## src/rtl/code_lock_seq.sv

```systemverilog
// Multi-digit keypad code lock with failure counting and timed lockout.
// Optional ENTRY_TIMEOUT_EN discards a partial entry after ENTRY_TIMEOUT idle cycles.
module code_lock_seq #(
    parameter int DIGITS        = 4,
    parameter int DIGIT_W       = 4,
    parameter int OPEN_CYCLES   = 16,
    parameter int MAX_FAILS     = 3,
    parameter int LOCK_CYCLES   = 64,
    parameter int ENTRY_TIMEOUT = 1000
) (
    input  logic                             clk,
    input  logic                             clr_n,
    input  logic [DIGITS*DIGIT_W-1:0]        code,
    input  logic                             key_valid,
    input  logic [DIGIT_W-1:0]               key,
    input  logic                             cancel,
    output logic                             pass,
    output logic                             fail,
    output logic                             locked,
    output logic [$clog2(DIGITS+1)-1:0]      digit_cnt,
    output logic [$clog2(MAX_FAILS+1)-1:0]   fail_cnt
);

    localparam int CW   = $clog2(DIGITS+1);
    localparam int FW   = $clog2(MAX_FAILS+1);
    localparam int TM0  = (OPEN_CYCLES > LOCK_CYCLES) ? OPEN_CYCLES : LOCK_CYCLES;
    localparam int TMAX = (TM0 > ENTRY_TIMEOUT) ? TM0 : ENTRY_TIMEOUT;
    localparam int TW   = $clog2(TMAX+1);

    typedef enum logic [1:0] {
        S_ENTRY = 2'd0,
        S_OPEN  = 2'd1,
        S_FAIL  = 2'd2,
        S_LOCK  = 2'd3
    } state_t;

    state_t            state_q, state_d;
    logic [CW-1:0]     digit_cnt_q, digit_cnt_d;
    logic [FW-1:0]     fail_cnt_q, fail_cnt_d;
    logic              mismatch_q, mismatch_d;
    logic [TW-1:0]     timer_q, timer_d;
    logic              pass_q, fail_q, locked_q;
    logic [DIGIT_W-1:0] exp_digit;
    logic              miss;

    // Reference digit for the current position, taken from the live code bus.
    always_comb begin
        exp_digit = '0;
        for (int i = 0; i < DIGITS; i++) begin
            if (digit_cnt_q == CW'(i)) begin
                exp_digit = code[(DIGITS-1-i)*DIGIT_W +: DIGIT_W];
            end
        end
    end

    always_comb begin
        state_d     = state_q;
        digit_cnt_d = digit_cnt_q;
        fail_cnt_d  = fail_cnt_q;
        mismatch_d  = mismatch_q;
        timer_d     = timer_q;
        miss        = mismatch_q | (key != exp_digit);
        case (state_q)
            S_ENTRY: begin
                if (cancel) begin
                    digit_cnt_d = '0;
                    mismatch_d  = 1'b0;
                    timer_d     = '0;
                end else if (key_valid) begin
                    if (digit_cnt_q == CW'(DIGITS-1)) begin
                        digit_cnt_d = '0;
                        mismatch_d  = 1'b0;
                        if (miss) begin
                            state_d    = S_FAIL;
                            timer_d    = '0;
                            fail_cnt_d = (fail_cnt_q == FW'(MAX_FAILS)) ?
                                         fail_cnt_q : fail_cnt_q + FW'(1);
                        end else begin
                            state_d    = S_OPEN;
                            timer_d    = TW'(OPEN_CYCLES-1);
                            fail_cnt_d = '0;
                        end
                    end else begin
                        digit_cnt_d = digit_cnt_q + CW'(1);
                        mismatch_d  = miss;
`ifdef ENTRY_TIMEOUT_EN
                        timer_d     = TW'(ENTRY_TIMEOUT);
`endif
                    end
                end
`ifdef ENTRY_TIMEOUT_EN
                else if (digit_cnt_q != '0) begin
                    if (timer_q <= TW'(1)) begin
                        digit_cnt_d = '0;
                        mismatch_d  = 1'b0;
                        timer_d     = '0;
                    end else begin
                        timer_d = timer_q - TW'(1);
                    end
                end
`endif
            end
            S_OPEN: begin
                if (cancel || timer_q == '0) begin
                    state_d = S_ENTRY;
                    timer_d = '0;
                end else begin
                    timer_d = timer_q - TW'(1);
                end
            end
            S_FAIL: begin
                if (fail_cnt_q == FW'(MAX_FAILS)) begin
                    state_d = S_LOCK;
                    timer_d = TW'(LOCK_CYCLES-1);
                end else begin
                    state_d = S_ENTRY;
                end
            end
            S_LOCK: begin
                if (timer_q == '0) begin
                    state_d     = S_ENTRY;
                    fail_cnt_d  = '0;
                    digit_cnt_d = '0;
                end else begin
                    timer_d = timer_q - TW'(1);
                end
            end
            default: begin
                state_d     = S_ENTRY;
                digit_cnt_d = '0;
                fail_cnt_d  = '0;
                mismatch_d  = 1'b0;
                timer_d     = '0;
            end
        endcase
    end

    always_ff @(posedge clk or negedge clr_n) begin
        if (!clr_n) begin
            state_q     <= S_ENTRY;
            digit_cnt_q <= '0;
            fail_cnt_q  <= '0;
            mismatch_q  <= 1'b0;
            timer_q     <= '0;
            pass_q      <= 1'b0;
            fail_q      <= 1'b0;
            locked_q    <= 1'b0;
        end else begin
            state_q     <= state_d;
            digit_cnt_q <= digit_cnt_d;
            fail_cnt_q  <= fail_cnt_d;
            mismatch_q  <= mismatch_d;
            timer_q     <= timer_d;
            pass_q      <= (state_d == S_OPEN);
            fail_q      <= (state_d == S_FAIL);
            locked_q    <= (state_d == S_LOCK);
        end
    end

    assign pass      = pass_q;
    assign fail      = fail_q;
    assign locked    = locked_q;
    assign digit_cnt = digit_cnt_q;
    assign fail_cnt  = fail_cnt_q;

endmodule

```

## config.mk

```make
export PLATFORM = sky130hd
export DESIGN_NAME = code_lock_seq
export DESIGN_NICKNAME = d
export VERILOG_FILES = /design/src/rtl/code_lock_seq.sv
export SDC_FILE = /design/constraint.sdc
export NUM_CORES = 1
export LEC_CHECK = 0
export BUFFER_PORTS_ARGS = -buffer_cell sky130_fd_sc_hd__buf_2
export CORE_MARGIN = 2
export CORE_UTILIZATION = 30
export DETAILED_ROUTE_END_ITERATION = 8
export GPL_TIMING_DRIVEN = 0
export PLACE_DENSITY = 0.51
export SLEW_MARGIN = 15
export SYNTH_ARGS = -nofsm -noshare
export SYNTH_HDL_FRONTEND = slang
export SYNTH_SLANG_ARGS = --single-unit
```

## constraint.sdc

```tcl
create_clock -name clk -period 4.1 [get_ports clk]
set_input_delay 0.615 -clock clk [delete_from_list [all_inputs] [get_ports clk]]
set_output_delay 0.615 -clock clk [all_outputs]
set_load 0.005 [all_outputs]
```

==> qor.txt <==
Max Clock Skew -> 0.00442 ns
clk slew on worst S/H paths -> 0.08 ns
flops & latches, synth -> 21
crit path time final -> 2.47 ns
Synthesized Nets -> 200
clk sinks -> 21
die height -> 74.0 µm
Overflow after GRT -> 0
vias -> 1313
Final Hold Fails -> 0
Slew Limit Fails -> 0
register area share after synthesis -> 35.7%
commonest non-fill, non-tap cell in the layout -> buf_2
Die ar. -> 5480 µm²
critical-path cell list -> inv_1 > ha_1 > nor2b_1 > a221oi_1 > a31oi_1 > a211oi_1 > nand2_1 > a21oi_1 > o32ai_1
Crit-path slowest cell -> dfrtp_1
post-cts resize count -> 0
CTS buffer count -> 3
Final Util -> 37.2%
initial antenna violation count -> 0
Unique masters post-synth -> 45
Final setup violation count -> 0
final period utilization -> 60.2%
share of cells above drive strength 1 -> 23.9%
dpl hpwl -> 2.63 mm
total power -> 1070 µW
CP peak stage delay -> 0.45 ns
Yosys warning count -> 0
Max IR drop VDD -> 232 µV
FILL cells -> 506
CTS root buf -> clkbuf_8
clk buf depth -> 2
Crit. End Element -> register
fmax -> 0.405 GHz
GPL Wtd Cong -> 0.764
ant diodes -> 0
port bufs -> 31
core area -> 4720 µm²
# rows -> 25
Area after DPL -> 1710 µm²
asr flop ratio synth -> 100%
Finished Cell Area -> 1760 µm²
synthesized area -> 1470 µm²
commonest cells after routing, fill and taps aside -> buf_2 (33), dfrtp_1 (21), nand2_1 (20)
postcts setup bufs -> 0
Worst-Skew Late Latency -> 0.26 ns
Post-CTS Hold Fix Bufs -> 0
DRT iter0 DRCs -> 38
number of nets with antenna violations after routing -> 0
Post-Route Setup TNS -> 0 ns
Leak Pwr -> 0.000811 µW
worst setup path category -> register to register
pin count of the biggest net entering global routing -> 22
final WL -> 3.44 mm
first-pass GRT wire length -> 5.70 mm
Die X -> 74.0 µm
WL/cell -> 12.7 µm
CP Max Fanout -> 8
Worst Tran Pin Value -> 0.482 ns
max-cap violation count -> 0
Initial Util -> 31.2%
worst hold path class -> primary input to async pin
EDFF count, synth -> 0
status -> finished, final reports clean
Slew HR -> 67.9%
ys flop type -> dfrtp_1
Worst Path Arrival -> 2.61 ns
CTS tree -> built
nets -> 236
DRC viols -> 0
TritonRoute pass-1 iters -> 4
Synth Area per Inst -> 8.66 µm²
H-tree lvl count -> 1
Top-Level Pins -> 32
number of cells produced by synthesis -> 170
CP startpoint kind -> register
RSZ-0062 raised after global routing -> no
overall routing resource usage -> 13.3%
vias per std cell -> 4.83
synthesis-to-finish area growth -> 19.3%
vias in the first global route -> 1234
CP required -> 4.24 ns
P per Cell Area -> 608 nW/µm²
## metrics by stage
stage	setup WS [ns]	hold WS, ns	instances
after floorplan	1.95	0.319	170
after global placement	1.61	0.490	268
after detailed placement	1.58	0.491	268
after CTS	1.56	0.313	272
after global routing	1.39	0.340	272
final	1.63	0.300	272
## area by class of cell
cell class | count | area (µm²) | share of cell area (%)
multi-input cells | 134 | 883 | 50.3
flip-flops and latches | 21 | 526 | 29.9
repair buffers | 31 | 155 | 8.84
well taps | 67 | 83.8 | 4.78
clock buffers | 4 | 45.0 | 2.57
inverters | 12 | 45.0 | 2.57
plain buffers | 3 | 17.5 | 0.998
## kinds of logic (layout without fill, tap and decap cells)
family	count (synthesis)	count (layout)	synth area share, %
AO/OA/AOI/OAI	56	56	26.4
XOR/XNOR	3	3	1.79
adder cells (fa/ha/maj)	6	6	5.10
buffers and inverters	15	50	4.25
flip-flops	21	21	35.7
multiplexers	2	2	2.30
AND/OR/NAND/NOR	67	67	24.4
## final timing paths
| kind | cells past startpoint | slack, ns | from | endpoint |
|---|---|---|---|---|
| max | 9 | 1.63 | digit_cnt[0] | fail_cnt[1] |
| min | 1 | 0.30 | clr_n | timer_q[9] |
| max reg2reg | 9 | 1.63 | digit_cnt[0] | fail_cnt[1] |
| min reg2reg | 1 | 0.49 | timer_q[9] | timer_q[9] |
| max in group asynchronous | 1 | 3.47 | clr_n | timer_q[4] |
| min in group clk | 1 | 0.49 | timer_q[9] | timer_q[9] |
## critical path: cells and delay by family (launching register included)
family,cells,cell delay (ns)
compound gates,5,1.14
flops,1,0.45
simple gates,2,0.37
fa+ha+maj,1,0.29
buf+inv,1,0.09
## layer usage
layer	track usage, %	share of wire (%)	vias up
li1	-	-	693
met1	17.8	51	585
met2	21.3	42	30
met3	3.93	6.4	5
met4	3.03	0.87	0
met5	0	0	-
## Yosys cell counts, types with 2 or more instances
master | n | area (µm²)
a2111oi_0 | 3 | 26.3
a211oi_1 | 2 | 15.0
a21o_1 | 2 | 15.0
a21oi_1 | 10 | 50.1
a221oi_1 | 2 | 17.5
a31oi_1 | 5 | 31.3
buf_2 | 2 | 10.0
dfrtp_1 | 21 | 526
ha_1 | 6 | 75.1
inv_1 | 12 | 45.0
nand2_1 | 20 | 75.1
nand2b_1 | 3 | 18.8
nand3_1 | 7 | 35.0
nand3b_1 | 4 | 30.0
nor2_1 | 12 | 45.0
nor2b_1 | 8 | 50.1
nor3_1 | 5 | 25.0
o21a_1 | 5 | 37.5
o21ai_0 | 8 | 40.0
o21ai_1 | 4 | 20.0
o31ai_1 | 2 | 15.0
o32ai_1 | 2 | 17.5
xnor2_1 | 3 | 26.3
## state kept, by name (all words and copies together), names as in the netlist
| name | cells |
|---|---|
| locked | 1 |
| pass | 1 |
| state_q | 2 |
| mismatch_q | 1 |
| timer_q | 10 |
| fail | 1 |
| digit_cnt | 3 |
| fail_cnt | 2 |
## report_power, final
group	internal, µW	switching [µW]	leakage (µW)
combinational	258	339	0.000513
sequential	271	59.3	0.000275
clock	69.4	70.9	0.0000228
total	599	469	0.000811
No activity file was read; power rests on OpenSTA's default activity.
